[src/rtl/sram22_ctrl_pkg.sv]
// Shared types and default geometry for the two-port sram22 arbiter.
// The request struct is sized from these defaults.
package sram22_ctrl_pkg;

    localparam int SRAM_DATA_WIDTH  = 32;
    localparam int SRAM_ADDR_WIDTH  = 6;
    localparam int SRAM_WMASK_WIDTH = 8;
    localparam int NIBBLE_WIDTH     = SRAM_DATA_WIDTH / SRAM_WMASK_WIDTH;

    typedef logic port_id_t;

    typedef struct packed {
        logic                        we;
        logic [SRAM_WMASK_WIDTH-1:0] wmask;
        logic [SRAM_ADDR_WIDTH-1:0]  addr;
        logic [SRAM_DATA_WIDTH-1:0]  wdata;
    } sram_req_t;

endpackage

[src/rtl/rr_arb2.sv]
// Two-way round-robin arbiter. The pointer names the favoured requester
// and flips to the other side after every grant.
module rr_arb2
    import sram22_ctrl_pkg::*;
(
    input  logic       clk,
    input  logic       rst,
    input  logic [1:0] eligible,
    output logic [1:0] grant
);

    port_id_t ptr_q;

    always_comb begin
        grant = eligible;
        if (&eligible) begin
            grant        = '0;
            grant[ptr_q] = 1'b1;
        end
    end

    // Granting port 0 favours port 1 next, and vice versa.
    always_ff @(posedge clk) begin
        if (rst) begin
            ptr_q <= 1'b0;
        end else if (|grant) begin
            ptr_q <= grant[0];
        end
    end

endmodule

[src/rtl/sram22_arbiter.sv]
// Round-robin front end sharing one single-port sram22 macro between two
// clients, with per-port read response holding registers.
module sram22_arbiter
    import sram22_ctrl_pkg::*;
#(
    parameter int DATA_WIDTH  = SRAM_DATA_WIDTH,
    parameter int ADDR_WIDTH  = SRAM_ADDR_WIDTH,
    parameter int WMASK_WIDTH = SRAM_WMASK_WIDTH
) (
    input  logic                     clk,
    input  logic                     rst,
    input  logic [1:0]               req_valid,
    output logic [1:0]               req_ready,
    input  logic [1:0]               req_we,
    input  logic [2*WMASK_WIDTH-1:0] req_wmask,
    input  logic [2*ADDR_WIDTH-1:0]  req_addr,
    input  logic [2*DATA_WIDTH-1:0]  req_wdata,
    output logic [1:0]               rsp_valid,
    input  logic [1:0]               rsp_ready,
    output logic [2*DATA_WIDTH-1:0]  rsp_rdata,
    output logic                     sram_we,
    output logic [WMASK_WIDTH-1:0]   sram_wmask,
    output logic [ADDR_WIDTH-1:0]    sram_addr,
    output logic [DATA_WIDTH-1:0]    sram_din,
    input  logic [DATA_WIDTH-1:0]    sram_dout
);

    logic [1:0]                 eligible;
    logic [1:0]                 grant;
    logic                       granted;
    port_id_t                   sel_id;
    sram_req_t                  sel_req;
    logic [ADDR_WIDTH-1:0]      addr_hold;
    logic [DATA_WIDTH-1:0]      din_hold;
    logic [1:0]                 pend_p1;
    logic [1:0]                 rsp_vld_p2;
    logic [1:0][DATA_WIDTH-1:0] rsp_rdata_p2;

    // A read needs a free response slot by the time its data lands.
    always_comb begin
        eligible = '0;
        for (int i = 0; i < 2; i++) begin
            eligible[i] = !rst && req_valid[i] &&
                          (req_we[i] || (!pend_p1[i] && (!rsp_vld_p2[i] || rsp_ready[i])));
        end
    end

    rr_arb2 u_arb (
        .clk      (clk),
        .rst      (rst),
        .eligible (eligible),
        .grant    (grant)
    );

    assign req_ready = grant;
    assign granted   = |grant;

    always_comb begin
        sel_id        = grant[1];
        sel_req.we    = sel_id ? req_we[1] : req_we[0];
        sel_req.wmask = sel_id ? req_wmask[2*WMASK_WIDTH-1:WMASK_WIDTH] : req_wmask[WMASK_WIDTH-1:0];
        sel_req.addr  = sel_id ? req_addr[2*ADDR_WIDTH-1:ADDR_WIDTH]    : req_addr[ADDR_WIDTH-1:0];
        sel_req.wdata = sel_id ? req_wdata[2*DATA_WIDTH-1:DATA_WIDTH]   : req_wdata[DATA_WIDTH-1:0];
    end

    // Stage p0: granted request straight onto the macro pins; address and
    // data hold when idle so the macro sees a harmless repeat read.
    assign sram_we    = granted && sel_req.we;
    assign sram_wmask = granted ? sel_req.wmask : '0;
    assign sram_addr  = granted ? sel_req.addr  : addr_hold;
    assign sram_din   = granted ? sel_req.wdata : din_hold;

    always_ff @(posedge clk) begin
        if (rst) begin
            addr_hold <= '0;
            din_hold  <= '0;
        end else if (granted) begin
            addr_hold <= sel_req.addr;
            din_hold  <= sel_req.wdata;
        end
    end

    // Stage p1 -> p2: macro output is valid one cycle after a read grant.
    always_ff @(posedge clk) begin
        if (rst) begin
            pend_p1      <= '0;
            rsp_vld_p2   <= '0;
            rsp_rdata_p2 <= '0;
        end else begin
            pend_p1 <= grant & ~req_we;
            for (int i = 0; i < 2; i++) begin
                if (pend_p1[i]) begin
                    rsp_vld_p2[i]   <= 1'b1;
                    rsp_rdata_p2[i] <= sram_dout;
                end else if (rsp_ready[i]) begin
                    rsp_vld_p2[i] <= 1'b0;
                end
            end
        end
    end

    assign rsp_valid = rsp_vld_p2;
    assign rsp_rdata = rsp_rdata_p2;

endmodule
[config.mk]
export PLATFORM = sky130hd
export DESIGN_NAME = sram22_arbiter
export DESIGN_NICKNAME = d
export VERILOG_FILES = /design/src/rtl/sram22_ctrl_pkg.sv /design/src/rtl/rr_arb2.sv /design/src/rtl/sram22_arbiter.sv
export SDC_FILE = /design/constraint.sdc
export NUM_CORES = 1
export LEC_CHECK = 0
export BUFFER_PORTS_ARGS = -buffer_cell sky130_fd_sc_hd__buf_2
export CORE_ASPECT_RATIO = 1.2
export CORE_MARGIN = 5
export CORE_UTILIZATION = 30
export DETAILED_ROUTE_END_ITERATION = 16
export SLEW_MARGIN = 5
export SYNTH_ARGS = -nofsm -noshare
export SYNTH_HDL_FRONTEND = slang
export SYNTH_SLANG_ARGS = --single-unit
[constraint.sdc]
create_clock -name clk -period 1.7 [get_ports clk]
set_input_delay 0.17 -clock clk [delete_from_list [all_inputs] [get_ports clk]]
set_output_delay 0.17 -clock clk [all_outputs]
set_load 0.02 [all_outputs]
==> run metrics <==
Crit-path slowest cell=sky130_fd_sc_hd__or3_1; synthesized area per cell=about 9 µm²; critical hold path startpoint=sram_dout[25]; Worst Slack Setup Final=-0.609 ns; portion of netlist area occupied by mux cells=between 10% and 20%; Starting Density=between 30% and 40%; xor/xnor share of the synthesized area=0%; horizontal die dimension=~130 µm; largest net degree at the start of global routing=55; total placed cells including tap cells=between 1,000 and 1,500; number of buffer cells added on primary ports=approximately 250; first-pass GRT wire length=approximately 28,000 µm; register bit total from synthesis=about 110; WP depth=6; clock root buffer master=sky130_fd_sc_hd__clkbuf_16; Synth area leaders=sky130_fd_sc_hd__dfxtp_1, sky130_fd_sc_hd__mux2i_1, sky130_fd_sc_hd__nor3_1; io pins=between 200 and 250; max-capacitance violation count=0; cell leakage power=0.00363 µW; Clock Pin Slew Worst Setup and Hold Paths=0.07 ns; grt ovf=0; data required time of the worst path=around 1.5 ns; area added between synthesis and finish=72.2%; critical path launch point type=register; worst r2r src=rsp_valid[1]; Placeable Area=between 0.015 and 0.02 mm²; Rows=50; simple logic cell fraction of the synthesized area=33.6%; crit path cell chain=nor3b_4, or3_4, buf_12, or3_1, nor3b_4, buf_4; drt via density=a little over 5; overall die area=between 0.015 and 0.02 mm²; total routing usage reported by global routing=around 18%; data arrival time at the worst-slack endpoint=around 2.1 ns; Crit path largest cell delay=between 0.3 and 0.4 ns; Cell Area, Placed=0.00727 mm²; Detailed Route Iter0 Violations=roughly 200; clock latency on the worst-skew pair=between 0.3 and 0.4 ns; via count of the first global-routing pass=5,558; most frequent cells in the layout=sky130_fd_sc_hd__buf_2, sky130_fd_sc_hd__dfxtp_1, sky130_fd_sc_hd__buf_4; post-route clock period utilization=136%; number of hold-repair buffers added at the cts stage=0; type of destination of the critical path=output port; most common library cell in the layout ignoring fill and taps=sky130_fd_sc_hd__buf_2; predominant post-synthesis flop cell=sky130_fd_sc_hd__dfxtp_1; drt drc=0; detailed-routing iteration count for the pre-antenna-repair pass=4; HPWL after detailed placement=12,300 µm; total number of H-tree levels=3; Tmin final=~2.3 ns; register area=between 0.002 and 0.0025 mm²; slew at the pin closest to its max-slew limit=0.723 ns; number of unique standard cell types used by synthesis=25; final design utilization=a little over half; R2R depth=5; start point of the critical path=rsp_valid[1]; number of antenna violations at the first check in global routing=0; worst min path class=primary input to register; combinational family with the most area after synthesis=simple AND/OR/NAND/NOR gates; largest clock skew in the final design=~0.0065 ns; synthesized-area fraction occupied by adder cells=0%; # diodes=0; post-synthesis sequential area ratio=roughly 45%; Power Total=between 6000 and 7000 µW; Synth Warn #=0; wire length reported by the detailed router=around 18,000 µm; design area=0.00827 mm²; Async S/R FF share, synth=0%; CP delay by family, top=simple AND/OR/NAND/NOR gates; number of cells traversed by the worst hold path=3; setup repair after global routing missed its margin=true; sink count of the clock tree=~110; proportion of layout cells with a drive suffix above 1=56.7%; synthesized area=around 0.0048 mm²; clock buffers created by TritonCTS=9; final max-slew violation count=0; NumNets Final=roughly 950; largest area contributor in the synthesized netlist=sky130_fd_sc_hd__dfxtp_1; post-synth top area share=44.6%; Critical path buffers and inverters=2; status=finished, violations left; worst-path fanout max=39; Hold Fails Final Rpt=0; Max transition margin=51.8%; kind of critical path=register to output port; clock tree from TritonCTS=yes; multi-input logic area=about 0.0033 mm²; failing checks=negative setup slack; peak clock frequency supported by timing=433 MHz; peak supply drop=0.485 mV; count of non-filler cells in the finished layout=between 1,000 and 1,500; # fillers=1,432; routed vias=between 5,000 and 6,000; Vert. Die Dim=~150 µm; DR WL/cell=approximately 17 µm; area fraction in compound gates after synthesis=~2.8%; number of enable flip-flop cells after synthesis=0; routability congestion estimate=~0.85; Cells after Synth=522; post-detailed-route count of antenna-violating nets=0; most frequent cell on the critical path=sky130_fd_sc_hd__nor3b_4; number of endpoints failing setup at the final stage=85; clk buf depth=2; Post-Syn Nets=654; total power per unit cell area=between 800 and 900 mW/mm²
-- sequential cells by signal, indices dropped and copies added, names as in the netlist --
name and flops:
rsp_rdata 64, din_hold 32, addr_hold 6, pend_p1 2, rsp_valid 2, u_arb.ptr_q 1
-- cell families after synthesis --
| family | after synthesis |
|---|---|
| multiplexers | 64 |
| AO/OA/AOI/OAI | 21 |
| flip-flops | 107 |
| AND/OR/NAND/NOR | 272 |
| buffers and inverters | 58 |
-- per-layer routing --
metal	global-route usage, %	wire (µm)	vias up
met3	6.32	1410	34
li1	-	-	2462
met5	0	0	-
met2	33.4	9130	212
met4	6.18	431	0
met1	20.0	6780	2493
-- final timing paths --
kind	endpoint	slack (ns)
max	sram_din[16]	-0.61
min	rsp_rdata[25]	0.07
max reg2reg	din_hold[16]	-0.06
min reg2reg	rsp_rdata[30]	0.50
-- power breakdown --
group / switching [µW] / internal (µW)
sequential: 52.6 / 2650
clock: 979 / 1050
combinational: 1000 / 942
-- layout make-up --
class | instances | share of cell area (%)
Inverter | 12 | 0.545
Clock buffer | 10 | 2.89
Timing Repair Buffer | 332 | 27.0
Multi-Input combinational cell | 357 | 39.8
Sequential cell | 107 | 26.0
Clock inverter | 5 | 0.530
Tap cell | 208 | 3.15
-- synthesized netlist by cell type (2+ instances only) --
cell type / instances
sky130_fd_sc_hd__nor2_1: 68
sky130_fd_sc_hd__nor4b_1: 38
sky130_fd_sc_hd__mux2i_1: 64
sky130_fd_sc_hd__inv_1: 11
sky130_fd_sc_hd__a21oi_1: 3
sky130_fd_sc_hd__buf_6: 5
sky130_fd_sc_hd__o211ai_1: 8
sky130_fd_sc_hd__buf_1: 11
sky130_fd_sc_hd__nor3_1: 78
sky130_fd_sc_hd__dfxtp_1: 107
sky130_fd_sc_hd__buf_2: 12
sky130_fd_sc_hd__or3_1: 40
sky130_fd_sc_hd__clkbuf_1: 17
sky130_fd_sc_hd__nand2b_4: 2
sky130_fd_sc_hd__nor2b_1: 2
sky130_fd_sc_hd__nor3b_1: 40
sky130_fd_sc_hd__o21ai_0: 8
-- worst min-delay path, delay by kind of cell --
| kind | cells | cell delay [ns] |
|---|---|---|
| buf+inv | 1 | 0.09 |
| mux | 1 | 0.06 |
| simple gates | 1 | 0.07 |
-- stage by stage --
stage	setup slack, ns	setup TNS [ns]	hold slack, ns
floorplan	-0.140	-6.56	0.242
global placement	-0.279	-12.46	0.420
detailed placement	-0.281	-14.49	0.429
CTS	-0.626	-28.34	0.0553
global route	-0.677	-34.45	0.0669
finish	-0.609	-27.59	0.0713
-- repair_timing --
item / CTS / global route
endpoints found under the hold margin: 0 / 0
buffers inserted: 5 / 3
gates cloned: 3 / 1
pin swaps: 4 / 3
gates resized for setup: 93 / 37
endpoints found under the setup margin: 87 / 87
(Power assumes the default switching activity.)
